`src/rtl/hazard_scoreboard.sv`:
```
// Hazard/bypass controller: age-shift pipe of in-flight writers plus a busy scoreboard for
// variable-latency ops. Produces decode stalls, execute bubbles and bypass selects.
module hazard_scoreboard #(
  parameter int unsigned NREG = 32,
  parameter int unsigned AW   = 5,
  parameter int unsigned NFWD = 3,
  parameter int unsigned LW   = 2,
  parameter int unsigned SW   = 2
) (
  input  logic            clk,
  input  logic            rst,
  input  logic [AW-1:0]   rs1_d,
  input  logic [AW-1:0]   rs2_d,
  input  logic            use1_d,
  input  logic            use2_d,
  input  logic            iss_valid,
  input  logic            iss_we,
  input  logic [AW-1:0]   iss_rd,
  input  logic [LW-1:0]   iss_lat,
  input  logic            iss_long,
  input  logic            flush_d,
  input  logic            lu_ready,
  input  logic            lu_done,
  input  logic [AW-1:0]   lu_rd,
  output logic            stall_f,
  output logic            stall_d,
  output logic            flush_e,
  output logic [SW-1:0]   fwd1_d,
  output logic [SW-1:0]   fwd2_d,
  output logic [NREG-1:0] sb_busy,
  output logic            sb_err
);

  logic            r_v   [1:NFWD];
  logic            r_we  [1:NFWD];
  logic [AW-1:0]   r_rd  [1:NFWD];
  logic [LW-1:0]   r_lat [1:NFWD];
  logic [NREG-1:0] r_busy;
  logic            r_err;

  logic [AW-1:0]   w_rs  [2];
  logic            w_use [2];
  logic            w_hz  [2];
  logic [SW-1:0]   w_fwd [2];
  logic            w_struct;
  logic            w_stall;
  logic            w_iss;
  logic [NREG-1:0] w_busy_nxt;
  logic            w_err_nxt;

  assign w_rs[0]  = rs1_d;
  assign w_rs[1]  = rs2_d;
  assign w_use[0] = use1_d;
  assign w_use[1] = use2_d;

  // Youngest matching writer wins; a match that is not yet bypassable is a RAW stall.
  always_comb begin
    for (int s = 0; s < 2; s++) begin
      logic found;
      logic [LW-1:0] lat_eff;
      found    = 1'b0;
      lat_eff  = '0;
      w_hz[s]  = 1'b0;
      w_fwd[s] = '0;
      for (int k = 1; k <= int'(NFWD); k++) begin
        lat_eff = (r_lat[k] == '0) ? LW'(1) : r_lat[k];
        if (!found && r_v[k] && r_we[k] && (r_rd[k] == w_rs[s])) begin
          found = 1'b1;
          if (k >= int'(lat_eff)) w_fwd[s] = SW'(k);
          else                    w_hz[s]  = 1'b1;
        end
      end
      if (!found && r_busy[w_rs[s]]) w_hz[s] = 1'b1;
      if (!w_use[s] || (w_rs[s] == '0)) begin
        w_hz[s]  = 1'b0;
        w_fwd[s] = '0;
      end
    end
  end

  assign w_struct = (iss_long && !lu_ready) ||
                    (iss_we && (iss_rd != '0) && r_busy[iss_rd]);
  assign w_stall  = iss_valid && !flush_d && (w_hz[0] || w_hz[1] || w_struct);
  assign w_iss    = iss_valid && !flush_d && !w_stall;

  // Clear before set: a done and a new long issue to the same register never coincide.
  always_comb begin
    w_busy_nxt = r_busy;
    w_err_nxt  = r_err;
    if (lu_done) begin
      if (!r_busy[lu_rd]) w_err_nxt = 1'b1;
      w_busy_nxt[lu_rd] = 1'b0;
    end
    if (w_iss && iss_long && iss_we && (iss_rd != '0)) w_busy_nxt[iss_rd] = 1'b1;
    w_busy_nxt[0] = 1'b0;
  end

  always_ff @(posedge clk or posedge rst) begin
    if (rst) begin
      for (int k = 1; k <= int'(NFWD); k++) begin
        r_v[k]   <= 1'b0;
        r_we[k]  <= 1'b0;
        r_rd[k]  <= '0;
        r_lat[k] <= '0;
      end
      r_busy <= '0;
      r_err  <= 1'b0;
    end else begin
      for (int k = int'(NFWD); k >= 2; k--) begin
        r_v[k]   <= r_v[k-1];
        r_we[k]  <= r_we[k-1];
        r_rd[k]  <= r_rd[k-1];
        r_lat[k] <= r_lat[k-1];
      end
      r_v[1]   <= w_iss && !iss_long;
      r_we[1]  <= w_iss && !iss_long && iss_we && (iss_rd != '0);
      r_rd[1]  <= iss_rd;
      r_lat[1] <= iss_lat;
      r_busy   <= w_busy_nxt;
      r_err    <= w_err_nxt;
    end
  end

  assign stall_f = w_stall && !rst;
  assign stall_d = w_stall && !rst;
  assign flush_e = w_stall && !rst;
  assign fwd1_d  = rst ? '0 : w_fwd[0];
  assign fwd2_d  = rst ? '0 : w_fwd[1];
  assign sb_busy = r_busy;
  assign sb_err  = r_err;

endmodule

```
`config.mk`:
```
export PLATFORM = sky130hd
export DESIGN_NAME = hazard_scoreboard
export DESIGN_NICKNAME = d
export VERILOG_FILES = /design/src/rtl/hazard_scoreboard.sv
export SDC_FILE = /design/constraint.sdc
export NUM_CORES = 1
export LEC_CHECK = 0
export ABC_AREA = 1
export CORE_MARGIN = 2
export CORE_UTILIZATION = 34
export CTS_BUF_LIST = sky130_fd_sc_hd__clkbuf_16
export CTS_CLUSTER_SIZE = 20
export DETAILED_ROUTE_END_ITERATION = 7
export GPL_TIMING_DRIVEN = 1
export PLACE_DENSITY = 0.59
export SETUP_SLACK_MARGIN = 0.1
export SYNTH_ARGS = -nofsm -noshare
export SYNTH_HDL_FRONTEND = slang
export SYNTH_SLANG_ARGS = --single-unit
```
`constraint.sdc`:
```
create_clock -name clk -period 3.8 [get_ports clk]
set_input_delay 0.76 -clock clk [delete_from_list [all_inputs] [get_ports clk]]
set_output_delay 0.76 -clock clk [all_outputs]
set_load 0.02 [all_outputs]
```
* Yosys cells after proc, flatten, opt, wreduce, memory -nomap -nowiden
Index checks and enable logic that the tools add are counted.
** Word-level totals
- Bits in registers :: 57
- Output and inout port bits :: 40
- Bits of input ports :: 32
- Word-level logic and storage cells :: 133
** Operators by class
- Mux-type cells :: 46
- Reduce and logical (&&, ||, !) cells :: 56
- Equal/unequal tests :: 6
- Bitwise logic cells :: 4
- $lt $le $gt $ge :: 8
** Operators by type and width (count)
- two-way mux 32 bit :: 2
- bitwise AND 32 bit :: 1
- logical AND 1 bit :: 32
- inverter 32 bit :: 1
- bitwise OR 32 bit :: 1
- == test 5 bit :: 6
- two-way mux 2 bit :: 13
- two-way mux 1 bit :: 25
- less-than comparator 5 x 6 -> 1 bit (second input constant) :: 4
- binary-select mux 1 bit (select 5 bit) :: 4
- zero test 1 bit :: 13
- demux 1 bit (select 5 bit) :: 2
- >= comparator 5 x 1 -> 1 bit (second input constant) :: 2
- zero test 5 bit :: 2
- logical OR 1 bit :: 5
- nonzero test 5 bit :: 1
- zero test 2 bit :: 2
- >= comparator 1 x 2 -> 1 bit (first input constant) :: 1
- >= comparator 2 bit (first input constant) :: 1
- AND reduction 2 bit :: 1
- inverter 1 bit :: 1

* Longest topological paths before layout
Gate-level depths: netlist of the first run.
- Word-level depth :: 26
- Gate-level depth with buffers :: 17
- Gate-level depth less buffers :: 14

* Worst setup path after synthesis of the first run
OpenSTA, ideal clock, no wires.
- Path type :: input to output
- From :: input port rst
- To :: output port fwd1_d[1]
- Path buffers :: 0
- Slack :: 257 ps
- Required time :: 3040 ps
- Arrival time :: 2783 ps
- Stages :: 3
- Cell sequence :: inv_1 nand2_1 a211oi_1
** Between the ends
- Longest elaborated chain between the ends :: 1
** RTL lines
- start: declaration :: line 11 : input logic rst,
- two-way mux 2 bit :: line 127 : assign fwd1_d = rst ? '0 : w_fwd[0];
- end: declaration :: line 28 : output logic [SW-1:0] fwd1_d,
No other way between the ends.

* Worst setup path after layout of the first run
- From :: input port rs2_d[3]
- To :: output port stall_d
** Between the ends
- Longest elaborated chain between the ends :: 21
- Elaborated cells between the ends (all ways) :: 30
- Classes of those cells :: eq/ne: 3; mux: 10; reduce/logical: 17
** RTL lines
- start: declaration :: line 13 : input logic [AW-1:0] rs2_d,
- == test 5 bit :: line 67 : if (!found && r_v[k] && r_we[k] && (r_rd[k] == w_rs[s])) begin
- logical AND 1 bit :: line 67
- two-way mux 1 bit :: line 67
- zero test 1 bit :: line 67
- logical AND 1 bit (3 in series) :: line 67
- two-way mux 1 bit :: line 67
- zero test 1 bit :: line 67
- logical AND 1 bit (3 in series) :: line 67
- two-way mux 1 bit :: line 67
- zero test 1 bit :: line 73 : if (!found && r_busy[w_rs[s]]) w_hz[s] = 1'b1;
- logical AND 1 bit :: line 73
- two-way mux 1 bit :: line 73
- two-way mux 1 bit (*) :: line 74 : if (!w_use[s] || (w_rs[s] == '0)) begin
- logical OR 1 bit (*) (2 in series) :: line 83 : assign w_stall = iss_valid && !flush_d && (w_hz[0] || w_hz[1] || w_struct);
- logical AND 1 bit (*) :: line 83
- logical AND 1 bit (*) :: line 125 : assign stall_d = w_stall && !rst;
- end: declaration :: line 26 : output logic stall_d,
Every way passes the cells marked *; elsewhere a longest branch is shown, timed or not. The select of a mux whose other input is x is not followed.

==> impl_metrics.tcl, run 1 <==
set metrics [dict create \
    syn_to_final_growth_pct 40.3 \
    maxCapViolCount 0 \
    total_power_uw 1930 \
    start_util_pct 34.8 \
    crit_arrival_ns 2.78 \
    dp_hpwl_um 12600 \
    die_w_um 115 \
    finalCriticalPeriod_ns 3.54 \
    setup_viol 0 \
    grt.met2_usage_pct 41.7 \
    leakage_uw 0.00287 \
    min_to "r_lat[2]" \
    grt_pass1_vias 4894 \
    status "finished, final reports clean" \
    grt_pass1_wl_um 26100 \
    avgSynthCellArea_um2 6.43 \
    fin_worst_skew_ns 0.00702 \
    slew_headroom_pct 20.0 \
    clkLatencyLatePin_ns 0.34 \
    die_y_um 115 \
    cts_tree "done" \
    irDropWorstVdd_v 0.000191 \
    worstPathCellList "clkdlybuf4s50_1 -> inv_1 -> buf_4 -> nand2_1 -> nor2_1 -> o21ai_0 -> nand2_1 -> inv_1 -> nand2_1 -> nand2_1 -> nand3_1 -> a21oi_4 -> nor2_4 -> nand3b_1 -> inv_1 -> buf_2" \
    io_buffers 70 \
    reg2reg_depth 13 \
    firstDrtPassIters 6 \
    reg2reg_to "sb_busy[21]" \
    root_buffer "clkbuf_16" \
    drc 0 \
    seq_area_frac_synth_pct 34.3 \
    vias 5089 \
    numCtsBuffers 9 \
    rsz0062_at_grt "false" \
    htreeDepth 3 \
    fmax_ghz 0.283 \
    crit_fanout 4 \
    grt_use_total_pct 26.0 \
    grtUsageMet3_pct 4.76 \
    cts.path.max_buffers 2 \
    hold_viol 0 \
    die-area_um2 13100 \
    power_density_nw_per_um2 330 \
    syn_area_um2 4160 \
    antenna_cells 0 \
    drt.antenna.violating_nets 0 \
    synth.distinct_cells 37 \
    grt_max_degree 43 \
    fin_crit_sh_pct 93.1 \
    worstSetupPathType "input pin to output pin" \
    ys_ff_latch 57 \
    rows 40 \
    via_per_inst 5.46 \
    min_path_cells 0 \
    syn_nets 679 \
    path_clk_slew_ns 0.06 \
    drt_iter0_drc 411 \
    layout_commonest_cell "nand2_1" \
    core_area_um2 12000 \
    fin_nets 812 \
    routedWlPerCell_um 17.6 \
    worst_slew_pin_slew_ns 1.20 \
    min_path_type "flip-flop to flip-flop" \
    met1_usage_pct 34.5 \
    layout-drive-gt1-share_pct 15.4 \
    reg2reg_from "r_rd[14]" \
    cpMostUsedCell "nand2_1" \
    slew_violations 0 \
    grt_overflow 0 \
    clkSinkCount 57 \
    hold_ws_ns 0.352 \
    worst_setup_path_start_kind "input pin" \
    cpPeakStageDelay_ns 0.48 \
    synth_warnings 0 \
    busiest_layer "met2" \
    worstHoldStart "r_lat[4]" \
    antenna_found_initial 0 \
    final_cell_mix "nand2_1, buf_4, nor2_1" \
    required_ns 3.04 \
    totalWireLength_um 16400 \
    crit_path_end_kind "output pin" \
    crit_slowest_cell "clkdlybuf4s50_1" \
    r2r_slack_ns 1.56 \
    syn_inst 647 \
    gp_congestion 0.978 \
    ioPinCount 72 \
]
[through the flow]
step	setup slack [ns]	cell area (um^2)	TNS, ns	utilization [%]	cells
CTS	0.101	5810	0	48.6	930
detailed placement	-0.333	5470	-1.02	45.8	914
floorplan	0.257	4160	0	-	647
finish	0.262	5840	0	48.8	932
global route	0.103	5840	0	48.8	932
global placement	-0.298	5470	-0.945	45.8	914
[layout make-up]
cell class              instances  area (um^2)
fillers                      1217         6120
multi-input cells             498         2350
flip-flops and latches         57         1430
repair buffers                146         1300
inverters                      68          263
clock buffers                   9          225
well taps                     147          184
clock inverters                 7         95.1
[Yosys cell counts (all sizes together)]
library cell	count	share of area (%)
dfrtp	57	34
xnor2	1	0.21
xor2	7	1.5
nand4	41	6.3
a21o	1	0.18
o22ai	2	0.30
nor2	71	6.6
clkbuf	2	0.30
inv	67	6.1
a21oi	11	1.5
nor4	1	0.15
nand2	219	20
o221ai	2	0.42
buf	22	3.5
a22oi	11	2.0
o211ai	2	0.36
conb	1	0.090
nor3	20	2.5
nand3	57	6.9
and2	1	0.15
clkinv	1	0.090
o21ai	46	5.5
nand3b	2	0.36
a211oi	2	0.36
[cell families after synthesis]
kind of cell / count (synthesis) / share of synthesized area (%)
buf+inv: 92 / 10.0
simple gates: 412 / 43.3
xor+xnor: 8 / 1.68
compound gates: 77 / 10.6
other cells: 1 / 0.0901
flops: 57 / 34.3
[layer usage]
layer | part of all wire, % | routed length [um]
met1 | 43 | 7020
met2 | 47 | 7670
met3 | 7.7 | 1270
met4 | 2.9 | 478
met5 | 0 | 0
[state kept, by name, summed over array words and instances (netlist names)]
register and flops:
sb_busy 31, r_rd 15, r_lat 4, r_v 3
r_we 3, sb_err 1
[timing repair]
action | CTS | global route
pin swaps | 1 | 2
setup buffers | 0 | 2
hold buffers | 0 | 0
resized for setup | 17 | 16
endpoints found under the setup margin | 7 | 5
[power breakdown]
part	total [uW]	internal [uW]	switching, uW	leakage, uW
Combinational	374	153	222	0.00197
Sequential	679	632	46.3	0.000743
Clock	874	573	301	0.000155
Total	1930	1360	569	0.00287
[how the worst max path moves through the flow]
stage	from	to	slack, ns	depth (start not counted)
6_report	rs2_d[3]	stall_d	0.26	16
3_3_place_gp	rs2_d[0]	flush_e	-0.30	15
2_1_floorplan	rst	fwd1_d[1]	0.26	3
5_1_grt	rs2_d[3]	stall_d	0.10	15
3_5_place_dp	rs2_d[0]	stall_d	-0.33	15
4_1_cts	rs2_d[3]	fwd2_d[1]	0.10	12
[worst max-delay path, delay by kind of cell]
family	cells	cell delay, ns
AO/OA/AOI/OAI	2	0.29
AND/OR/NAND/NOR	8	0.67
buffers and inverters	6	1.05
(Power assumes the default switching activity.)
==> run 2, diff against run 1 <==
Settings changed: CELL_PAD_IN_SITES_DETAIL_PLACEMENT from default to 1, CELL_PAD_IN_SITES_GLOBAL_PLACEMENT from default to 1, CTS_CLUSTER_DIAMETER from default to 50, PLACE_DENSITY 0.59 to 0.78.
==> impl_metrics.tcl, run 2 (same netlist as run 1, synthesis figures left out) <==
set metrics [dict create \
    grt_pass1_wl_um 30300 \
    final_cell_mix "nand2_1, buf_4, nor2_1" \
    hold_ws_ns 0.360 \
    firstDrtPassIters 5 \
    setup_viol 0 \
    io_buffers 70 \
    largest_register_ffs 31 \
    antenna_found_initial 0 \
    drc 0 \
    path_clk_slew_ns 0.05 \
    reg2reg_depth 14 \
    min_path_cells 0 \
    worst_setup_path_start_kind "input pin" \
    status "finished, final reports clean" \
    rows 40 \
    crit_arrival_ns 2.82 \
    reg2reg_to "r_we[2]" \
    worstHoldStart "r_lat[4]" \
    core_area_um2 12000 \
    required_ns 3.04 \
    grt_pass1_vias 5620 \
    ioPinCount 72 \
    worstPathCellList "clkdlybuf4s50_1 -> buf_4 -> nand2_1 -> nand2_1 -> nor3_1 -> nand3_1 -> buf_4 -> nand2_1 -> nor2_1 -> nand3_1 -> a21oi_2 -> nor2_4 -> nand3b_1 -> inv_2 -> buf_4" \
    stdcell_count 938 \
    vias 5336 \
    fin_worst_skew_ns 0.00651 \
    routedWlPerCell_um 21.0 \
    syn_to_final_growth_pct 41.4 \
    path_buf_inv 5 \
    root_buffer "clkbuf_16" \
    crit_slowest_cell "clkdlybuf4s50_1" \
    leakage_uw 0.00291 \
    power_density_nw_per_um2 306 \
    crit_path_end_kind "output pin" \
    crit_end "flush_e" \
    min_path_type "flip-flop to flip-flop" \
    drt_iter0_drc 407 \
    r2r_slack_ns 1.35 \
    cts.path.max_buffers 2 \
    gp_congestion 0.946 \
    fin_crit_sh_pct 94.3 \
    worstSetupPathType "input pin to output pin" \
    fillers 1567 \
    layout_commonest_cell "nand2_1" \
    slew_violations 0 \
    worst_slew_pin_slew_ns 1.33 \
    multiInputGateArea_um2 2360 \
    finalCriticalPeriod_ns 3.58 \
    crit_start "rs2_d[1]" \
    grt_overflow 0 \
    cpPeakStageDelay_ns 0.52 \
    place_inst 918 \
    hold_viol 0 \
    crit_fanout 7 \
    cp_top_family "buffers and inverters" \
    antenna_cells 0 \
    layout-drive-gt1-share_pct 16.8 \
    dp_hpwl_um 14700 \
    rsz0062_at_grt "false" \
    grt_max_degree 33 \
    totalWireLength_um 19700 \
    clkLatencyLatePin_ns 0.33 \
    fmax_ghz 0.279 \
    reg2reg_from "sb_busy[7]" \
    maxCapViolCount 0 \
    path_depth 15 \
    grt_use_total_pct 30.6 \
    die-area_um2 13100 \
    regArea_um2 1430 \
    die_w_um 115 \
    clkSinkCount 57 \
    via_per_inst 5.69 \
    slew_headroom_pct 11.2 \
    die_y_um 115 \
    htreeDepth 3 \
    fin_nets 819 \
    start_util_pct 34.8 \
    drt.antenna.violating_nets 0 \
    cts_tree "done" \
    irDropWorstVdd_v 0.000204 \
    numCtsBuffers 9 \
]
## run 2: worst min path at each step
stage	endpoint
floorplan	r_lat[2]
global placement	r_lat[2]
detailed placement	r_lat[2]
CTS	r_lat[2]
global route	r_lat[2]
finish	r_lat[2]
## run 2: layer usage
layer,routed length [um],vias to the layer above,track usage (%)
met3,1570,77,6.56
met1,7740,2581,36.7
met5,0,-,0
li1,-,2401,-
met4,921,0,16.0
met2,9480,277,51.5
## run 2: where the power goes
group | total, uW | internal (uW) | switching (uW)
Sequential | 679 | 633 | 46.1
Clock | 713 | 426 | 288
Combinational | 407 | 162 | 245
Total | 1800 | 1220 | 578
## run 2: final cells by class
type | count | area share [%]
Multi-Input combinational cell | 498 | 40.1
Sequential cell | 57 | 24.2
Timing Repair Buffer | 153 | 23.8
Inverter | 68 | 4.51
Clock buffer | 9 | 3.83
Tap cell | 147 | 3.12
Clock inverter | 6 | 0.446
## run 2: stage by stage
stage / setup TNS [ns] / total power [uW] / util [%] / cell area [um^2] / setup WS (ns)
2_1_floorplan: 0 / 867 / - / 4160 / 0.257
3_3_place_gp: -0.781 / 1060 / 46.2 / 5530 / -0.261
3_5_place_dp: -0.921 / 1080 / 46.2 / 5530 / -0.300
4_1_cts: 0 / 1780 / 48.2 / 5760 / 0.105
5_1_grt: 0 / 1860 / 49.2 / 5890 / 0.0788
6_report: 0 / 1800 / 49.2 / 5890 / 0.216
## run 2: repair_timing
action                                  4_1_cts  5_1_grt
hold buffers                                  0        0
resized for setup                            20       35
gates cloned                                  0        0
setup buffers                                 0        5
pin swaps                                     0       14
endpoints found under the setup margin        6        4
==> RTL change 1, RTL diff (settings of run 2) <==
Set the parameter `NFWD` to 2 (it was 3).
--- a/src/rtl/hazard_scoreboard.sv
+++ b/src/rtl/hazard_scoreboard.sv
@@ -4,5 +4,5 @@
   parameter int unsigned NREG = 32,
   parameter int unsigned AW   = 5,
-  parameter int unsigned NFWD = 3,
+  parameter int unsigned NFWD = 2,
   parameter int unsigned LW   = 2,
   parameter int unsigned SW   = 2
Function: changed (Yosys sat finds a counterexample within 4 cycles, from zero or initial values and one cycle with rst high).
==> RTL change 1 against run 2 <==
Power fell by 17%. Worst setup slack improved by 0.056 ns. Utilization fell by 1.4 points. Synthesized cell count fell by 11%. Design area fell by 12%. Wire length fell by 14%. Synthesized area fell by 10%. Sequential cell count fell by 7. Critical path type unchanged. Critical endpoint is now stall_f. Largest cell class unchanged. Highest routed layer unchanged.
==> RTL change 1: results (changes against run 2) <==
Status -> complete, no violations
WL per Instance -> 20.5 um (-2.6%)
Min-Delay Path Class -> flip-flop to flip-flop
Post-Syn Area per Cell -> 6.48 um2 (+0.75%)
Post-synth top cells -> nand2_1 (179), nor2_1 (59), nand3_1 (51), dfrtp_1 (50), inv_1 (50)
CTS H-tree lvls -> 2 (-1)
Placement Cell Area -> 4930 um2 (-11%)
CTS Buf Count -> 5 (-4)
Syn nets -> 608 (-10%)
Worst R2R Setup Slack -> 1.52 ns (+0.17 ns)
Pre-antenna DRT Iters -> 4 (-1)
DP Worst Slack -> -0.370 ns (-0.0705 ns)
Multi-input logic area -> 2160 um2 (-8.4%)
DRT iter0 DRCs -> 272 (-33%)
Reg2reg start -> sb_busy[15]$_DFF_PP0_
Crit path max fanout -> 5 (-2)
GPL Wtd Cong -> 0.930 (-1.6%)
Worst vdd ir -> 164 uV (-19%)
# Post-CTS Setup Buffers -> 1 (+1)
Avg Vias per Cell -> 5.64 (-0.87%)
Worst slew pin tran -> 0.635 ns (-0.696 ns)
Post-synth cell types -> 35 (-5.4%)
Clk_lat worst skew -> 0.30 ns (-0.03 ns)
Compound-Gate Fraction of Synth Area -> 10.2% (-0.42 points)
Top area cells in the synthesized netlist -> dfrtp_1 (34%), nand2_1 (18%), nand4_1 (7.0%), nand3_1 (6.8%), nor2_1 (5.9%)
Clock-pin slew on the worst setup and hold paths -> 0.07 ns (+0.02 ns)
Post-CTS resize count -> 16 (-20%)
Data arrival time of the critical path -> 2.77 ns (-0.05 ns)
Routed wire length -> 17.0 mm (-14%)
XOR/XNOR Fraction of Synth Area -> 3.05% (+1.4 points)
Crit. Startpoint -> rs1_d[2]
Clock skew -> 0.00623 ns (-0.000278 ns)
Max Clock Freq -> 283 MHz (+1.6%)
Post-Place Cells -> 822 (-10%)
Crit path capture -> stall_f
Register area share after synthesis -> 33.5% (-0.75 points)
Static Leak -> 2.45 nW (-16%)
Global-route wire length before repair -> 26.2 mm (-14%)
Nets -> 722 (-12%)
Vias in the first global route -> 4835 (-14%)
-- RTL change 1: cell count changes in the layout (fill, tap and decap cells not counted), moves of 6 or more --
cell,run 2,this run
dfrtp_1,57,50
inv_1,56,48
nand2_1,211,178
buf_4,77,55
nor3_2,1,7
nor3_1,19,13
-- RTL change 1: power breakdown --
part | switching [mW] | internal (mW) | total (mW)
Sequential | 0.0458 | 0.554 | 0.600
Combinational | 0.219 | 0.144 | 0.363
Clock | 0.221 | 0.316 | 0.537
-- RTL change 1: worst min path at each step --
stage | slack (ns) | from | endpoint
2_1_floorplan | 0.33 | r_lat[2]$_DFF_PP0_ | r_lat[0]$_DFF_PP0_
3_3_place_gp | 0.33 | r_lat[2]$_DFF_PP0_ | r_lat[0]$_DFF_PP0_
3_5_place_dp | 0.36 | r_lat[2]$_DFF_PP0_ | r_lat[0]$_DFF_PP0_
4_1_cts | 0.38 | r_lat[2]$_DFF_PP0_ | r_lat[0]$_DFF_PP0_
5_1_grt | 0.39 | r_lat[2]$_DFF_PP0_ | r_lat[0]$_DFF_PP0_
6_report | 0.37 | r_lat[2]$_DFF_PP0_ | r_lat[0]$_DFF_PP0_
-- RTL change 1: cells by family (layout without fill, tap and decap cells) --
kind of cell,count (synthesis),count (layout)
buf+inv,80,195
simple gates,365,365
other cells,1,1
compound gates,67,67
flops,50,50
xor+xnor,13,13
-- RTL change 1: layout make-up --
class,instances,area share (%)
clock buffer,5,2.42
clock inverter,3,0.945
inverter,58,4.34
multi-input combinational,446,41.9
sequential,50,24.2
tap,140,3.39
timing repair buffer,129,22.7
-- RTL change 1: metal layers --
layer / routed length (um) / track usage [%] / share of wire, %
met5: 0 / 0 / 0
met4: 688 / 12.3 / 4.0
met3: 974 / 3.47 / 5.7
met2: 8390 / 51.1 / 49
met1: 6950 / 37.0 / 41
==> RTL change 2, RTL diff (flow settings as in run 2) <==
Made on the original files. Register the output `sb_err` once more; this adds one clock of latency there. The other outputs are not delayed to match.
--- a/src/rtl/hazard_scoreboard.sv
+++ b/src/rtl/hazard_scoreboard.sv
@@ -128,5 +128,7 @@
   assign fwd2_d  = rst ? '0 : w_fwd[1];
   assign sb_busy = r_busy;
-  assign sb_err  = r_err;
+  always_ff @(posedge clk) begin
+    sb_err <= r_err;
+  end
 
 endmodule
Function: changed (Yosys sat finds a counterexample within 4 cycles, from zero or initial values and one cycle with rst high).
==> RTL change 2 against run 2 <==
Power rose by 13%. Synthesized area rose by 0.48%. Design area barely moved. Synthesized cell count rose by 0.15%. Clock skew rose by 0.0053 ns. Wire length fell by 2.3%. Non-clock buffer count fell by 2. Worst setup slack got worse by 0.034 ns. Sequential cell count rose by 1. Count of clock-buffer cells in the layout did not move. Highest routed layer unchanged.
==> RTL change 2: results (changes against run 2) <==
Seq. pwr -> 691 uW (+2%)
Global-route wire length before repair -> 30.0 mm (-1.0%)
Avg Vias per Cell -> 5.64 (-0.77%)
Reg2Reg Depth -> 15 (+1)
Ant. Diodes -> 0 (unchanged)
DRT iter0 DRCs -> 420 (+3.2%)
Nets -> 818 (-0.12%)
Antenna violations before repair -> 0 (unchanged)
Post-synth cell types -> 38 (+2.7%)
Largest net degree at the start of global routing -> 33 (unchanged)
GPL Wtd Cong -> 0.901 (-4.7%)
Clock-pin slew on the worst setup and hold paths -> 0.06 ns
CTS Root Cell -> clkbuf_16
Post-synth top cells -> nand2_1 (214), nor2_1 (69), inv_1 (62), dfrtp_1 (57), nand3_1 (57)
Gate family responsible for the most delay along the worst path -> simple AND/OR/NAND/NOR gates
Initial Util -> 34.8% (about the same)
Worst vdd ir -> 224 uV (+10%)
Register area share after synthesis -> 34.6% (+0.31 points)
Static Leak -> 2.88 nW (-0.85%)
Vias in the first global route -> 5677 (+1.0%)
XOR/XNOR Fraction of Synth Area -> 1.68% (-0.0081 points)
Hold path cells -> 0 (unchanged)
Async set or reset register ratio after synthesis -> 98.3% (-1.7 points)
CTS H-tree lvls -> 3 (unchanged)
Ys Warns -> 0 (unchanged)
Largest register FFs -> 31 (unchanged)
Gr usage total -> 29.8% (-0.90 points)
Crit path max fanout -> 4 (-3)
Status -> complete, no violations
Share of layout cells above drive strength 1 -> 16.4% (-0.38 points)
Compound-Gate Fraction of Synth Area -> 10.6% (-0.051 points)
Power per cell area -> 344 nW/um2 (+13%)
CTS Buf Count -> 9 (unchanged)
Worst slew pin tran -> 0.685 ns (-0.646 ns)
Max incr delay on CP -> 0.53 ns
CTS Buffer Depth -> 2 (unchanged)
Buffers added on ports -> 70 (unchanged)
Pre-antenna DRT Iters -> 5 (unchanged)
Slowest-stage cell, CP -> clkdlybuf4s50_1
Switching power of the nets -> 595 uW (+2.9%)
Clk_lat worst skew -> 0.34 ns
WL per Instance -> 20.5 um (-2.3%)
Syn nets -> 680 (+0.15%)
Multiplexer share of the synthesized area -> 0% (unchanged)
Comb pwr -> 388 uW (-5%)
Detail Placement HPWL -> 14.3 mm (-2.8%)
Top area cells in the synthesized netlist -> dfrtp_1 (34%), nand2_1 (19%), nand3_1 (6.8%), nor2_1 (6.2%), nand4_1 (6.0%)
Min-Delay Path Class -> flip-flop to flip-flop
Data arrival time of the critical path -> 2.86 ns (+0.04 ns)
Clock skew -> 0.0118 ns (+0.00528 ns)
Post-Synth Adder-Cell Area -> 0% (unchanged)
-- RTL change 2: repair_timing --
action                     in CTS  in global routing
setup endpoints to repair       7                  3
cloned                          1                  0
gates resized for setup        24                 21
setup buffers                   1                  1
pin swaps                       1                  5
-- RTL change 2: routing by layer --
metal  vias to the layer above  track usage [%]  routed length (um)  part of all wire (%)
met1                      2589             36.0                7670                    40
met3                        61             4.74                1180                   6.1
met4                         0             12.7                 700                   3.6
met2                       238             52.4                9710                    50
met5                         -                0                   0                     0
li1                       2407                -                   -                     -
-- RTL change 2: through the flow --
step	hold slack (ns)	setup WS (ns)	TNS, ns	cells	cell area, um2
after floorplan	0.331	0.257	0	648	4180
after global placement	0.334	-0.306	-0.915	919	5500
after detailed placement	0.346	-0.353	-1.10	919	5500
after CTS	0.361	0.0405	0	937	5840
after global routing	0.363	0.0461	0	938	5890
final	0.356	0.182	0	938	5890
-- RTL change 2: path summary, 6_finish.rpt --
path	startpoint	end	slack, ns
max	rs1_d[2]	stall_d	0.18
min	r_lat[4]$_DFF_PP0_	r_lat[2]$_DFF_PP0_	0.36
max reg2reg	r_rd[6]$_DFF_PP0_	r_we[2]$_DFF_PP0_	1.50
min reg2reg	r_lat[4]$_DFF_PP0_	r_lat[2]$_DFF_PP0_	0.36
max in group asynchronous	rst	sb_busy[3]$_DFF_PP0_	2.41
min in group asynchronous	rst	r_lat[5]$_DFF_PP0_	0.69
-- RTL change 2: area by class of cell --
cell class                      count  area [um2]
Sequential cell                    58        1450
Fill cell                        1572        6120
Timing Repair Buffer              151        1310
Inverter                           68         260
Tap cell                          147         184
Clock inverter                      7         116
Clock buffer                        9         225
Multi-Input combinational cell    498        2350
-- RTL change 2: kinds of logic after synthesis --
kind of cell    after synthesis
compound gates               77
buf+inv                      92
simple gates                412
xor+xnor                      8
other cells                   1
flops                        58
